## src/rtl/fb_rect_fill.sv

```systemverilog
// -----------------------------------------------------------------------------
// fb_rect_fill
//
// Rectangle-fill engine for a linear framebuffer. It accepts one fill command
// (inclusive corners plus a 3-bit colour) and then streams one framebuffer
// write per clock, in raster order, until the rectangle is covered. A
// one-cycle DONE state follows every command, including empty or rejected
// ones. Then the engine returns to IDLE.
//
// Build option:
//   FB_RECT_CLIP_EN  When defined, x1/y1 are clamped to the screen edge and
//                    commands starting off-screen become empty. err never
//                    asserts in this build. When undefined, any coordinate
//                    that lies off-screen rejects the whole command with err.
//
// Parameters:
//   H_RES          framebuffer width in pixels
//   V_RES          framebuffer height in pixels
//
// Ports:
//   clk_write      single clock, rising edge
//   resetn         synchronous, active-low reset
//   cmd_valid      a fill command is presented
//   cmd_ready      engine is idle and takes the command on this edge
//   cmd_x0/cmd_y0  top-left corner, inclusive
//   cmd_x1/cmd_y1  bottom-right corner, inclusive
//   cmd_color      pixel value to write
//   write_enable   framebuffer write strobe
//   write_address  linear pixel address y*H_RES+x
//   data_out       pixel value (zero when not writing)
//   busy           command in progress (FILL or DONE)
//   done           one-cycle completion pulse
//   err            one-cycle pulse together with done when a command is rejected
// -----------------------------------------------------------------------------
module fb_rect_fill #(
  parameter int H_RES = 160,
  parameter int V_RES = 120
) (
  input  logic        clk_write,
  input  logic        resetn,
  input  logic        cmd_valid,
  output logic        cmd_ready,
  input  logic [7:0]  cmd_x0,
  input  logic [6:0]  cmd_y0,
  input  logic [7:0]  cmd_x1,
  input  logic [6:0]  cmd_y1,
  input  logic [2:0]  cmd_color,
  output logic        write_enable,
  output logic [14:0] write_address,
  output logic [2:0]  data_out,
  output logic        busy,
  output logic        done,
  output logic        err
);

  localparam int AW = 15;

  // Screen limits in widths that compare directly against the command
  // fields. The extra top bit keeps a limit of 256/128 representable.
  localparam logic [8:0]    X_LIM      = 9'(H_RES);
  localparam logic [7:0]    Y_LIM      = 8'(V_RES);
  localparam logic [AW-1:0] ROW_STRIDE = AW'(H_RES);
`ifdef FB_RECT_CLIP_EN
  localparam logic [7:0]    X_MAX      = 8'(H_RES - 1);
  localparam logic [6:0]    Y_MAX      = 7'(V_RES - 1);
`endif

  typedef enum logic [1:0] {
    ST_IDLE = 2'd0,
    ST_FILL = 2'd1,
    ST_DONE = 2'd2
  } state_t;

  state_t          state_reg,   state_next;
  logic [7:0]      x_reg,       x_next;
  logic [7:0]      x0_reg,      x0_next;
  logic [7:0]      x1_reg,      x1_next;
  logic [6:0]      y_reg,       y_next;
  logic [6:0]      y1_reg,      y1_next;
  logic [AW-1:0]   addr_reg,    addr_next;
  logic [AW-1:0]   row_reg,     row_next;     // address of (x0, current row)
  logic [2:0]      color_reg,   color_next;
  logic            err_reg,     err_next;

  // ---------------------------------------------------------------------------
  // Command decode: effective bottom-right corner, reject and empty flags.
  // ---------------------------------------------------------------------------
  logic [7:0] eff_x1;
  logic [6:0] eff_y1;
  logic       cmd_bad;
  logic       cmd_empty;

`ifdef FB_RECT_CLIP_EN
  always_comb begin
    eff_x1    = ({1'b0, cmd_x1} >= X_LIM) ? X_MAX : cmd_x1;
    eff_y1    = ({1'b0, cmd_y1} >= Y_LIM) ? Y_MAX : cmd_y1;
    cmd_bad   = 1'b0;
    // An off-screen start cannot be clamped into anything meaningful.
    cmd_empty = ({1'b0, cmd_x0} >= X_LIM) || ({1'b0, cmd_y0} >= Y_LIM) ||
                (cmd_x0 > eff_x1) || (cmd_y0 > eff_y1);
  end
`else
  always_comb begin
    eff_x1    = cmd_x1;
    eff_y1    = cmd_y1;
    cmd_bad   = ({1'b0, cmd_x0} >= X_LIM) || ({1'b0, cmd_x1} >= X_LIM) ||
                ({1'b0, cmd_y0} >= Y_LIM) || ({1'b0, cmd_y1} >= Y_LIM);
    cmd_empty = (cmd_x0 > cmd_x1) || (cmd_y0 > cmd_y1);
  end
`endif

  // ---------------------------------------------------------------------------
  // Start address y0*H_RES + x0 without a multiplier: H_RES is a constant,
  // so only the set bits of the stride contribute a shifted copy of y0.
  // ---------------------------------------------------------------------------
  logic [AW-1:0] pp [AW];
  logic [AW-1:0] start_addr;

  for (genvar gi = 0; gi < AW; gi++) begin : g_stride_pp
    if (ROW_STRIDE[gi]) begin : g_on
      assign pp[gi] = {{(AW-7){1'b0}}, cmd_y0} << gi;
    end else begin : g_off
      assign pp[gi] = '0;
    end
  end

  always_comb begin
    start_addr = {{(AW-8){1'b0}}, cmd_x0};
    for (int i = 0; i < AW; i++) begin
      start_addr = start_addr + pp[i];
    end
  end

  // ---------------------------------------------------------------------------
  // State register. Reset wins over everything, so a fill is aborted and a
  // command presented during reset is never taken.
  // ---------------------------------------------------------------------------
  always_ff @(posedge clk_write) begin
    if (!resetn) begin
      state_reg <= ST_IDLE;
      x_reg     <= '0;
      x0_reg    <= '0;
      x1_reg    <= '0;
      y_reg     <= '0;
      y1_reg    <= '0;
      addr_reg  <= '0;
      row_reg   <= '0;
      color_reg <= '0;
      err_reg   <= 1'b0;
    end else begin
      state_reg <= state_next;
      x_reg     <= x_next;
      x0_reg    <= x0_next;
      x1_reg    <= x1_next;
      y_reg     <= y_next;
      y1_reg    <= y1_next;
      addr_reg  <= addr_next;
      row_reg   <= row_next;
      color_reg <= color_next;
      err_reg   <= err_next;
    end
  end

  // ---------------------------------------------------------------------------
  // Next-state logic. addr_reg always holds the address being written in the
  // current FILL cycle; it is only loaded from a validated start address, so
  // it never leaves the framebuffer.
  // ---------------------------------------------------------------------------
  always_comb begin
    state_next = state_reg;
    x_next     = x_reg;
    x0_next    = x0_reg;
    x1_next    = x1_reg;
    y_next     = y_reg;
    y1_next    = y1_reg;
    addr_next  = addr_reg;
    row_next   = row_reg;
    color_next = color_reg;
    err_next   = 1'b0;        // err is a pulse covering only the DONE cycle

    unique case (state_reg)
      ST_IDLE: begin
        if (cmd_valid) begin
          if (cmd_bad || cmd_empty) begin
            state_next = ST_DONE;
            err_next   = cmd_bad;
          end else begin
            state_next = ST_FILL;
            x_next     = cmd_x0;
            x0_next    = cmd_x0;
            x1_next    = eff_x1;
            y_next     = cmd_y0;
            y1_next    = eff_y1;
            addr_next  = start_addr;
            row_next   = start_addr;
            color_next = cmd_color;
          end
        end
      end

      ST_FILL: begin
        if (x_reg == x1_reg) begin
          if (y_reg == y1_reg) begin
            state_next = ST_DONE;
          end else begin
            // Wrap to x0 on the next row: one stride below the row start.
            y_next    = y_reg + 7'd1;
            x_next    = x0_reg;
            addr_next = row_reg + ROW_STRIDE;
            row_next  = row_reg + ROW_STRIDE;
          end
        end else begin
          x_next    = x_reg + 8'd1;
          addr_next = addr_reg + {{(AW-1){1'b0}}, 1'b1};
        end
      end

      ST_DONE: begin
        state_next = ST_IDLE;
      end

      default: begin
        state_next = ST_IDLE;
      end
    endcase
  end

  // ---------------------------------------------------------------------------
  // Outputs, all decoded from registered state.
  // ---------------------------------------------------------------------------
  assign cmd_ready     = (state_reg == ST_IDLE);
  assign write_enable  = (state_reg == ST_FILL);
  assign write_address = addr_reg;
  assign data_out      = write_enable ? color_reg : 3'd0;
  assign busy          = (state_reg != ST_IDLE);
  assign done          = (state_reg == ST_DONE);
  assign err           = err_reg;

endmodule

```

## config.mk

```make
export PLATFORM = sky130hd
export DESIGN_NAME = fb_rect_fill
export DESIGN_NICKNAME = d
export VERILOG_FILES = /design/src/rtl/fb_rect_fill.sv
export SDC_FILE = /design/constraint.sdc
export NUM_CORES = 1
export LEC_CHECK = 0
export BUFFER_PORTS_ARGS = -buffer_cell sky130_fd_sc_hd__buf_2
export CORE_AREA = 2 2 108 110
export CTS_CLUSTER_DIAMETER = 150
export DETAILED_ROUTE_END_ITERATION = 7
export DIE_AREA = 0 0 110 112
export SETUP_SLACK_MARGIN = 0.05
export SYNTH_ARGS = -nofsm -noshare
export SYNTH_HDL_FRONTEND = slang
export SYNTH_SLANG_ARGS = --single-unit
```

## constraint.sdc

```tcl
create_clock -name clk_write -period 7.76 [get_ports clk_write]
set_clock_uncertainty 0.2 [all_clocks]
set_input_delay 0.388 -clock clk_write [delete_from_list [all_inputs] [get_ports clk_write]]
set_output_delay 0.388 -clock clk_write [all_outputs]
set_load 0.03 [all_outputs]
```

==> flow_metrics.py, run 1 <==
metrics = {
    "status": {
        "status": "finished, final reports clean",
    },
    "synthesis": {
        "synthMuxAreaShare_pct": 1.23,
        "synth_top_family_by_area": "simple AND/OR/NAND/NOR gates",
        "synth-adder-area-share_pct": 9.04,
        "ys.flop_type": "dfxtp_1",
        "ys_seq_elements": 74,
        "yosys.area_share.simple_pct": 24.8,
        "async_flop_share_pct": 0,
        "yosys_warnings": 0,
        "avgSynthCellArea_um2": 7.80,
        "synth-edff-count": 0,
        "yosysSeqAreaShare_pct": 30.4,
        "synth_area_mm2": 0.00487,
        "syn-num-nets": 695,
        "yosysUniqueCellTypes": 66,
        "synth_cells": 625,
        "synth_compound_area_share_pct": 21.1,
        "synthXorXnorAreaFrac_pct": 7.88,
    },
    "worst_setup_path": {
        "critical_path_arrival_ns": 3.05,
        "cp.depth": 7,
        "setup.worst_path.class": "flip-flop to flip-flop",
        "crit_buf_inv": 0,
        "cp-startpoint": "x_reg[0]$_SDFFE_PN0P_",
        "crit_end": "x_reg[1]$_SDFFE_PN0P_",
        "cp_top_family": "compound AO/OA/AOI/OAI gates",
        "critPathMaxFanout": 22,
        "worstPathRequired_ns": 7.79,
        "cpPeakStageDelay_ns": 0.68,
        "ff2ff_path_depth": 7,
        "path_cells": "xnor2_1 -> nand4_1 -> or2_1 -> o21ai_2 -> o21a_1 -> a211oi_1 -> a31o_2",
        "cp_slowest_cell": "o21a_1",
        "reg2reg_setup_slack_ns": 4.74,
        "worstSetupStartpointType": "flip-flop",
        "endpoint_kind": "flip-flop",
        "reg2reg_to": "x_reg[1]$_SDFFE_PN0P_",
        "rr_startpoint": "x_reg[0]$_SDFFE_PN0P_",
    },
    "routing": {
        "avgRoutedWirePerCell_um": 16.2,
        "viasPerCell": 5.61,
        "ant_nets": 0,
        "first_pass_iters": 5,
        "vias": 4547,
        "drtIter0Drc": 284,
        "wl_mm": 13.1,
        "drc": 0,
    },
    "power_and_ir_drop": {
        "p_leak_nw": 2.27,
        "total_power_mw": 1.16,
        "power_density_mw_per_mm2": 212,
        "clkPwrFrac_pct": 36.7,
        "pwr-share-seq_pct": 37.4,
        "power_frac_comb_pct": 25.9,
        "switching_share_pct": 33.8,
        "p_int_mw": 0.768,
        "power_switching_mw": 0.393,
        "vdd_ir_drop_max_mv": 0.127,
    },
    "place": {
        "dpl.hpwl_mm": 9.20,
        "io_buffers": 58,
        "place_congestion": 0.853,
        "dp.cells": 794,
    },
    "global_route": {
        "grt_pass1_vias": 4506,
        "grt_usage_pct": 22.5,
        "overflow": 0,
        "grt_pass1_wl_mm": 22.0,
        "grt_max_degree": 61,
        "antenna_found_initial": 0,
    },
    "floorplan": {
        "die_w_um": 110,
        "die-area_mm2": 0.0123,
        "core_area_mm2": 0.0112,
        "io_pins": 59,
        "floorplan.initialDensity_pct": 43.6,
        "placementRows": 39,
        "die_y_um": 112,
    },
    "finish": {
        "nFillCells": 1096,
        "finish.utilization_pct": 49.1,
        "areaGrowthSynthToFinish_pct": 12.5,
        "fin_cells": 810,
        "layout_commonest_cell": "nand2_1",
        "final_cell_mix": "nand2_1, dfxtp_1, buf_2",
        "diodes": 0,
        "nets": 732,
        "drive_above_1_share_pct": 15.4,
    },
    "clock_tree": {
        "insertion_delay_ns": 0.33,
        "numCtsBuffers": 9,
        "cts.sinks": 74,
        "postCtsSetupBuffers": 0,
        "post_cts_resized": 0,
        "ctsLongestPathBuffers": 2,
        "cts_tree": "yes",
        "htreeDepth": 3,
        "hold_buffers": 0,
        "cts_root_buf": "clkbuf_16",
        "cts.clk_slew.worst_paths_ns": 0.06,
    },
    "sta": {
        "min_period_over_period_pct": 38.9,
        "fin_crit_ns": 3.02,
        "max_freq_ghz": 0.331,
        "hold_viol_final": 0,
        "timing.slew.headroom_pct": 23.9,
        "fin_tns_setup_ns": 0,
        "drv_slew": 0,
        "tightest_slew_ns": 1.14,
        "rsz0062_at_grt": "false",
        "whs_ns": 0.0962,
        "setup_viol": 0,
    },
    "run": {
        "maxCapViolCount": 0,
    },
    "worst_hold_path": {
        "hp-class": "input port to flip-flop",
    },
}
-- worst min-delay path, delay by kind of cell --
family / cells / cell delay (ns)
buffers and inverters: 1 / 0.09
AO/OA/AOI/OAI: 1 / 0.05
AND/OR/NAND/NOR: 1 / 0.05
-- logic make-up after synthesis --
group | count (synthesis)
compound gates | 155
buf+inv | 58
xor+xnor | 43
fa+ha+maj | 34
simple gates | 255
flops | 74
mux | 6
-- final cells by class --
class / instances / area, um^2 / share of cell area (%)
clock inverter: 6 / 65.1 / 1.19
multi-input combinational: 493 / 3120 / 56.9
clock buffer: 10 / 239 / 4.36
inverter: 23 / 86.3 / 1.57
tap: 143 / 179 / 3.26
timing repair buffer: 61 / 313 / 5.70
sequential: 74 / 1480 / 27.0
-- cells in the mapped netlist, drive strengths merged (2+ instances only) --
library cell / count / area share [%]
a211o: 2 / 0.36
a211oi: 10 / 1.5
a21o: 2 / 0.31
a21oi: 55 / 5.8
a22o: 3 / 0.54
a311oi: 4 / 1.2
a31o: 2 / 0.36
a31oi: 5 / 0.64
a32o: 2 / 0.41
and2: 5 / 0.64
and3: 10 / 1.4
and4: 2 / 0.41
buf: 22 / 2.8
clkbuf: 13 / 1.0
dfxtp: 74 / 30
fa: 2 / 0.82
ha: 32 / 8.2
inv: 22 / 1.7
mux2i: 6 / 1.2
nand2: 112 / 8.7
nand2b: 2 / 0.26
nand3: 23 / 2.5
nand3b: 2 / 0.31
nand4: 11 / 1.5
nor2: 43 / 3.5
nor2b: 3 / 0.39
nor3: 27 / 3.0
nor4: 4 / 0.64
o211a: 2 / 0.41
o211ai: 10 / 1.5
o21a: 3 / 0.46
o21ai: 35 / 3.7
o21bai: 3 / 0.46
o22ai: 2 / 0.26
o311ai: 2 / 0.36
o31ai: 8 / 1.5
or2: 4 / 0.51
or3: 5 / 0.64
xnor2: 19 / 3.6
xor2: 24 / 4.3
-- stage by stage --
stage,instance area (um^2),setup WS (ns)
2_1_floorplan,4870,4.88
3_3_place_gp,5180,4.53
3_5_place_dp,5180,4.53
4_1_cts,5480,4.74
5_1_grt,5480,4.42
6_report,5480,4.74
-- how the worst min path moves through the flow --
stage,start,endpoint,slack (ns),cells after the start
after floorplan,color_reg[0]$_SDFFE_PN0P_,color_reg[0]$_SDFFE_PN0P_,0.23,2
after global placement,color_reg[2]$_SDFFE_PN0P_,color_reg[2]$_SDFFE_PN0P_,0.23,2
after detailed placement,color_reg[1]$_SDFFE_PN0P_,color_reg[1]$_SDFFE_PN0P_,0.24,2
after CTS,cmd_color[0],color_reg[0]$_SDFFE_PN0P_,0.09,3
after global routing,cmd_color[0],color_reg[0]$_SDFFE_PN0P_,0.11,3
final,cmd_color[0],color_reg[0]$_SDFFE_PN0P_,0.1,3
-- power groups by stage --
stage / Clock, mW / Combinational [mW] / Sequential, mW
floorplan: 0 / 0.218 / 0.447
global placement: 0 / 0.297 / 0.442
detailed placement: 0 / 0.299 / 0.442
CTS: 0.435 / 0.301 / 0.434
global route: 0.448 / 0.337 / 0.439
finish: 0.426 / 0.301 / 0.434
-- routing by layer --
metal / GRT usage (%) / vias to the layer above / wire [um]
met5: 0 / - / 0
li1: - / 2278 / -
met4: 7.00 / 0 / 240
met2: 36.3 / 139 / 6140
met1: 29.9 / 2108 / 5970
met3: 4.68 / 22 / 774
No activity file was read; power rests on OpenSTA's default activity.
==> run 2, diff against run 1 <==
PLACE_DENSITY = 0.65   (was default)
clock period = 2.7 ns   (was 7.76 ns; I/O delays follow)
==> flow_metrics.py, run 2 (same netlist as run 1, synthesis figures left out) <==
metrics = {
    "clock_tree": {
        "insertion_delay_ns": 0.33,
        "cts_root_buf": "clkbuf_16",
        "cts.sinks": 74,
        "cts.clk_slew.worst_paths_ns": 0.06,
        "ctsLongestPathBuffers": 2,
        "cts_tree": "yes",
        "htreeDepth": 3,
        "numCtsBuffers": 9,
    },
    "worst_hold_path": {
        "min_from": "cmd_x0[7]",
        "hp-class": "input port to flip-flop",
        "whs_path_depth": 4,
        "min_to": "x0_reg[7]$_SDFFE_PN0P_",
    },
    "place": {
        "dpl-instance-area_mm2": 0.00538,
        "place_congestion": 0.858,
        "io_buffers": 58,
        "dpl.hpwl_mm": 9.62,
        "place_ws_ns": -0.175,
        "dp.cells": 819,
    },
    "routing": {
        "drtIter0Drc": 442,
        "viasPerCell": 5.64,
        "wl_mm": 13.9,
        "avgRoutedWirePerCell_um": 16.0,
        "drc": 0,
        "vias": 4893,
        "first_pass_iters": 5,
        "ant_nets": 0,
    },
    "finish": {
        "areaGrowthSynthToFinish_pct": 24.7,
        "fin_cells": 867,
        "nets": 789,
        "drive_above_1_share_pct": 19.8,
        "final_cell_mix": "nand2_1, dfxtp_1, buf_2",
        "layout_commonest_cell": "nand2_1",
        "diodes": 0,
        "finish.utilization_pct": 54.4,
        "fin_area_mm2": 0.00608,
    },
    "floorplan": {
        "floorplan.initialDensity_pct": 43.6,
        "die_y_um": 112,
        "die-area_mm2": 0.0123,
        "io_pins": 59,
        "core_area_mm2": 0.0112,
        "die_w_um": 110,
        "placementRows": 39,
    },
    "global_route": {
        "grt_pass1_wl_mm": 23.2,
        "antenna_found_initial": 0,
        "busiest_layer": "met2",
        "grt_usage_pct": 23.6,
        "grt_max_degree": 53,
        "grt_util_met2_pct": 37.4,
        "grt_pass1_vias": 4722,
        "gr-usage-met3_pct": 5.04,
        "grtUsageMet1_pct": 31.2,
        "overflow": 0,
    },
    "run": {
        "maxCapViolCount": 0,
    },
    "sta": {
        "timing.slew.headroom_pct": 50.9,
        "fin_crit_ns": 2.54,
        "setup_viol": 0,
        "hold_viol_final": 0,
        "whs_ns": 0.0273,
        "tightest_slew_ns": 0.728,
        "fin_tns_setup_ns": 0,
        "setup_ws_ns": 0.161,
        "min_period_over_period_pct": 94.0,
        "max_freq_ghz": 0.394,
        "rsz0062_at_grt": "false",
        "drv_slew": 0,
    },
    "worst_setup_path": {
        "critical_path_arrival_ns": 2.56,
        "path_cells": "dlygate4sd3_1 -> buf_2 -> inv_1 -> ha_1 -> and4_4 -> nand4_1 -> nand2_1 -> o22a_2 -> and3_4 -> o21ai_0 -> a32o_1",
        "cp_slowest_cell": "dlygate4sd3_1",
        "endpoint_kind": "flip-flop",
        "cpPeakStageDelay_ns": 0.54,
        "reg2reg_to": "write_address[13]$_SDFFE_PN0P_",
        "worstPathRequired_ns": 2.72,
        "ff2ff_path_depth": 8,
        "setup.worst_path.class": "input port to flip-flop",
        "worstSetupStartpointType": "input port",
        "reg2reg_setup_slack_ns": 0.44,
        "rr_startpoint": "row_reg[5]$_SDFFE_PN0P_",
        "critPathMaxFanout": 9,
    },
    "power_and_ir_drop": {
        "total_power_mw": 3.61,
        "p_leak_nw": 2.56,
        "vdd_ir_drop_max_mv": 0.369,
        "power_density_mw_per_mm2": 595,
    },
    "status": {
        "status": "finished, final reports clean",
    },
}
## run 2: area by class of cell
cell class	count	area (um^2)
clock buffers	12	267
clock inverters	4	72.6
fillers	1045	5100
inverters	23	86.3
multi-input cells	494	3180
flip-flops and latches	74	1480
well taps	143	179
repair buffers	117	815
## run 2: worst max path at each step
stage	endpoint	depth (start not counted)	startpoint
floorplan	row_reg[13]$_SDFFE_PN0P_	11	cmd_x0[7]
global placement	row_reg[13]$_SDFFE_PN0P_	12	cmd_x0[7]
detailed placement	row_reg[13]$_SDFFE_PN0P_	12	cmd_x0[7]
CTS	y_reg[4]$_SDFFE_PN0P_	12	cmd_y1[5]
global route	x_reg[7]$_SDFFE_PN0P_	12	cmd_y1[5]
finish	y_reg[2]$_SDFFE_PN0P_	11	cmd_y1[5]
## run 2: critical path: cells and delay by family
family	cells	cell delay (ns)
simple gates	4	0.85
buf+inv	3	0.72
compound gates	3	0.57
fa+ha+maj	1	0.29
## run 2: power breakdown
part           internal (mW)  switching [mW]  leakage, nW
clock                  0.884           0.474        0.165
combinational          0.401           0.606         1.80
sequential              1.16          0.0878        0.600
total                   2.45            1.17         2.56
## run 2: what timing repair did
item                                    in CTS  in global routing
hold endpoints to repair                    31                  0
endpoints found under the setup margin       0                 25
setup buffers                                0                  5
hold buffers                                26                  0
gates resized for setup                      0                 12
## run 2: layer usage
metal,routed length (um),up-vias
met5,0,-
met4,344,0
met3,742,31
met2,6640,152
met1,6130,2319
li1,-,2391
==> run 3, diff against run 2 <==
CORE_AREA = 2 2 99 101   (was 2 2 108 110)
DIE_AREA = 0 0 101 103   (was 0 0 110 112)
PLACE_DENSITY = 0.76   (was 0.65)
SKIP_LAST_GASP = 1   (was default)
==> flow_metrics.py, run 3 (same netlist as run 1, synthesis figures left out) <==
metrics = {
    "sta": {
        "timing.slew.headroom_pct": 51.0,
        "max_freq_ghz": 0.385,
        "fin_tns_setup_ns": 0,
        "fin_crit_ns": 2.60,
        "drv_slew": 0,
        "rsz0062_at_grt": "true",
        "whs_ns": 0.0238,
        "setup_viol": 0,
        "min_period_over_period_pct": 96.1,
        "setup_ws_ns": 0.104,
        "tightest_slew_ns": 0.727,
        "hold_viol_final": 0,
    },
    "floorplan": {
        "floorplan.initialDensity_pct": 51.5,
        "die_w_um": 101,
        "io_pins": 59,
        "die_y_um": 103,
        "placementRows": 36,
        "die-area_mm2": 0.0104,
        "core_area_mm2": 0.00946,
    },
    "clock_tree": {
        "htreeDepth": 3,
        "cts.clk_slew.worst_paths_ns": 0.08,
        "cts.sinks": 74,
        "ctsLongestPathBuffers": 2,
        "cts_tree": "yes",
        "numCtsBuffers": 9,
        "insertion_delay_ns": 0.35,
        "cts_root_buf": "clkbuf_8",
    },
    "routing": {
        "wl_mm": 13.9,
        "highest_layer": "met4",
        "viasPerCell": 5.90,
        "vias": 4964,
        "drc": 0,
        "first_pass_iters": 5,
        "drtIter0Drc": 332,
        "dr_wl_met2_mm": 6.74,
        "met1_length_mm": 5.91,
        "wl_met3_um": 837,
        "ant_nets": 0,
        "avgRoutedWirePerCell_um": 16.6,
    },
    "power_and_ir_drop": {
        "power_density_mw_per_mm2": 530,
        "vdd_ir_drop_max_mv": 0.345,
        "clkPwrFrac_pct": 28.4,
        "power_switching_mw": 1.13,
        "switching_share_pct": 35.9,
        "p_leak_nw": 2.52,
        "power_frac_comb_pct": 32.3,
        "p_int_mw": 2.03,
        "pwr-share-seq_pct": 39.3,
    },
    "worst_setup_path": {
        "worstPathRequired_ns": 2.76,
        "cpPeakStageDelay_ns": 0.54,
        "endpoint_kind": "flip-flop",
        "reg2reg_setup_slack_ns": 0.42,
        "ff2ff_path_depth": 9,
        "worstSetupStartpointType": "input port",
        "path_cells": "dlygate4sd3_1 -> buf_2 -> ha_1 -> nor2b_1 -> o211ai_1 -> a21oi_1 -> o21a_1 -> buf_4 -> o21ai_4 -> buf_12 -> o21ai_0 -> a41oi_1",
        "cp_slowest_cell": "dlygate4sd3_1",
        "crit_end": "write_address[14]$_SDFFE_PN0P_",
        "rr_startpoint": "x_reg[1]$_SDFFE_PN0P_",
        "setup.worst_path.class": "input port to flip-flop",
        "cp-startpoint": "cmd_x0[1]",
        "critPathMaxFanout": 14,
        "cp.depth": 12,
        "crit_buf_inv": 4,
        "cp_top_family": "buffers and inverters",
        "critical_path_arrival_ns": 2.66,
        "reg2reg_to": "write_address[5]$_SDFFE_PN0P_",
    },
    "finish": {
        "nFillCells": 796,
        "final_cell_mix": "nand2_1, dfxtp_1, buf_2",
        "diodes": 0,
        "nets": 792,
        "fin_cells": 841,
        "layout_commonest_cell": "nand2_1",
        "areaGrowthSynthToFinish_pct": 22.3,
        "drive_above_1_share_pct": 19.1,
    },
    "place": {
        "dpl.hpwl_mm": 9.54,
        "place_ws_ns": -0.242,
        "dp.cells": 791,
        "io_buffers": 58,
        "place_congestion": 0.856,
    },
    "worst_hold_path": {
        "hp-class": "input port to flip-flop",
        "whs_path_depth": 4,
    },
    "global_route": {
        "antenna_found_initial": 0,
        "grt_max_degree": 49,
        "grt_pass1_vias": 4816,
        "grt_usage_pct": 27.3,
        "grt_pass1_wl_mm": 22.7,
        "overflow": 0,
    },
    "run": {
        "maxCapViolCount": 0,
    },
    "status": {
        "status": "finished, final reports clean",
    },
}
-- run 3: worst min path at each step --
stage	from	end	slack, ns
final	cmd_x0[7]	x0_reg[7]$_SDFFE_PN0P_	0.02
after detailed placement	cmd_x1[3]	x1_reg[3]$_SDFFE_PN0P_	0.20
after floorplan	cmd_color[0]	color_reg[0]$_SDFFE_PN0P_	0.08
after global routing	cmd_x0[7]	x0_reg[7]$_SDFFE_PN0P_	0.03
after global placement	cmd_color[2]	color_reg[2]$_SDFFE_PN0P_	0.18
after CTS	cmd_y0[5]	y_reg[5]$_SDFFE_PN0P_	0.01
-- run 3: worst register-to-register path, delay by kind of cell (launching register included) --
kind / cells / cell delay, ns
compound gates: 2 / 0.36
xor+xnor: 1 / 0.17
simple gates: 4 / 0.72
flops: 1 / 0.46
buf+inv: 2 / 0.30
-- run 3: per-stage QoR --
stage / util [%] / total power, mW / instance area (um^2)
floorplan: - / 1.91 / 4870
global placement: 56.6 / 2.17 / 5350
detailed placement: 56.6 / 2.19 / 5350
finish: 63.0 / 3.16 / 5960
global route: 63.0 / 3.33 / 5960
CTS: 61.8 / 3.11 / 5840
-- run 3: routing by layer --
layer  track usage (%)  vias to the layer above
met5                 0                        -
met4              11.4                        0
met3              5.76                       42
met2              46.6                      191
met1              33.7                     2328
li1                  -                     2403
-- run 3: area by class of cell --
type                            count  area [um^2]  share of cell area (%)
Clock inverter                      6         65.1                    1.09
Sequential cell                    74         1480                    24.8
Timing Repair Buffer              121          878                    14.7
Tap cell                          114          143                    2.39
Inverter                           23         86.3                    1.45
Clock buffer                       10          138                    2.31
Multi-Input combinational cell    493         3170                    53.2
-- run 3: timing repair --
action,4_1_cts,5_1_grt
endpoints found under the hold margin,33,0
buffers inserted,0,4
hold buffers,29,0
resized for setup,0,9
setup endpoints to repair,0,34
-- run 3: power by group through the flow --
stage | clock [mW] | combinational (mW) | sequential [mW]
after CTS | 0.908 | 0.967 | 1.24
after global routing | 0.960 | 1.12 | 1.25
after floorplan | 0 | 0.626 | 1.29
after global placement | 0 | 0.910 | 1.26
final | 0.897 | 1.02 | 1.24
after detailed placement | 0 | 0.929 | 1.26
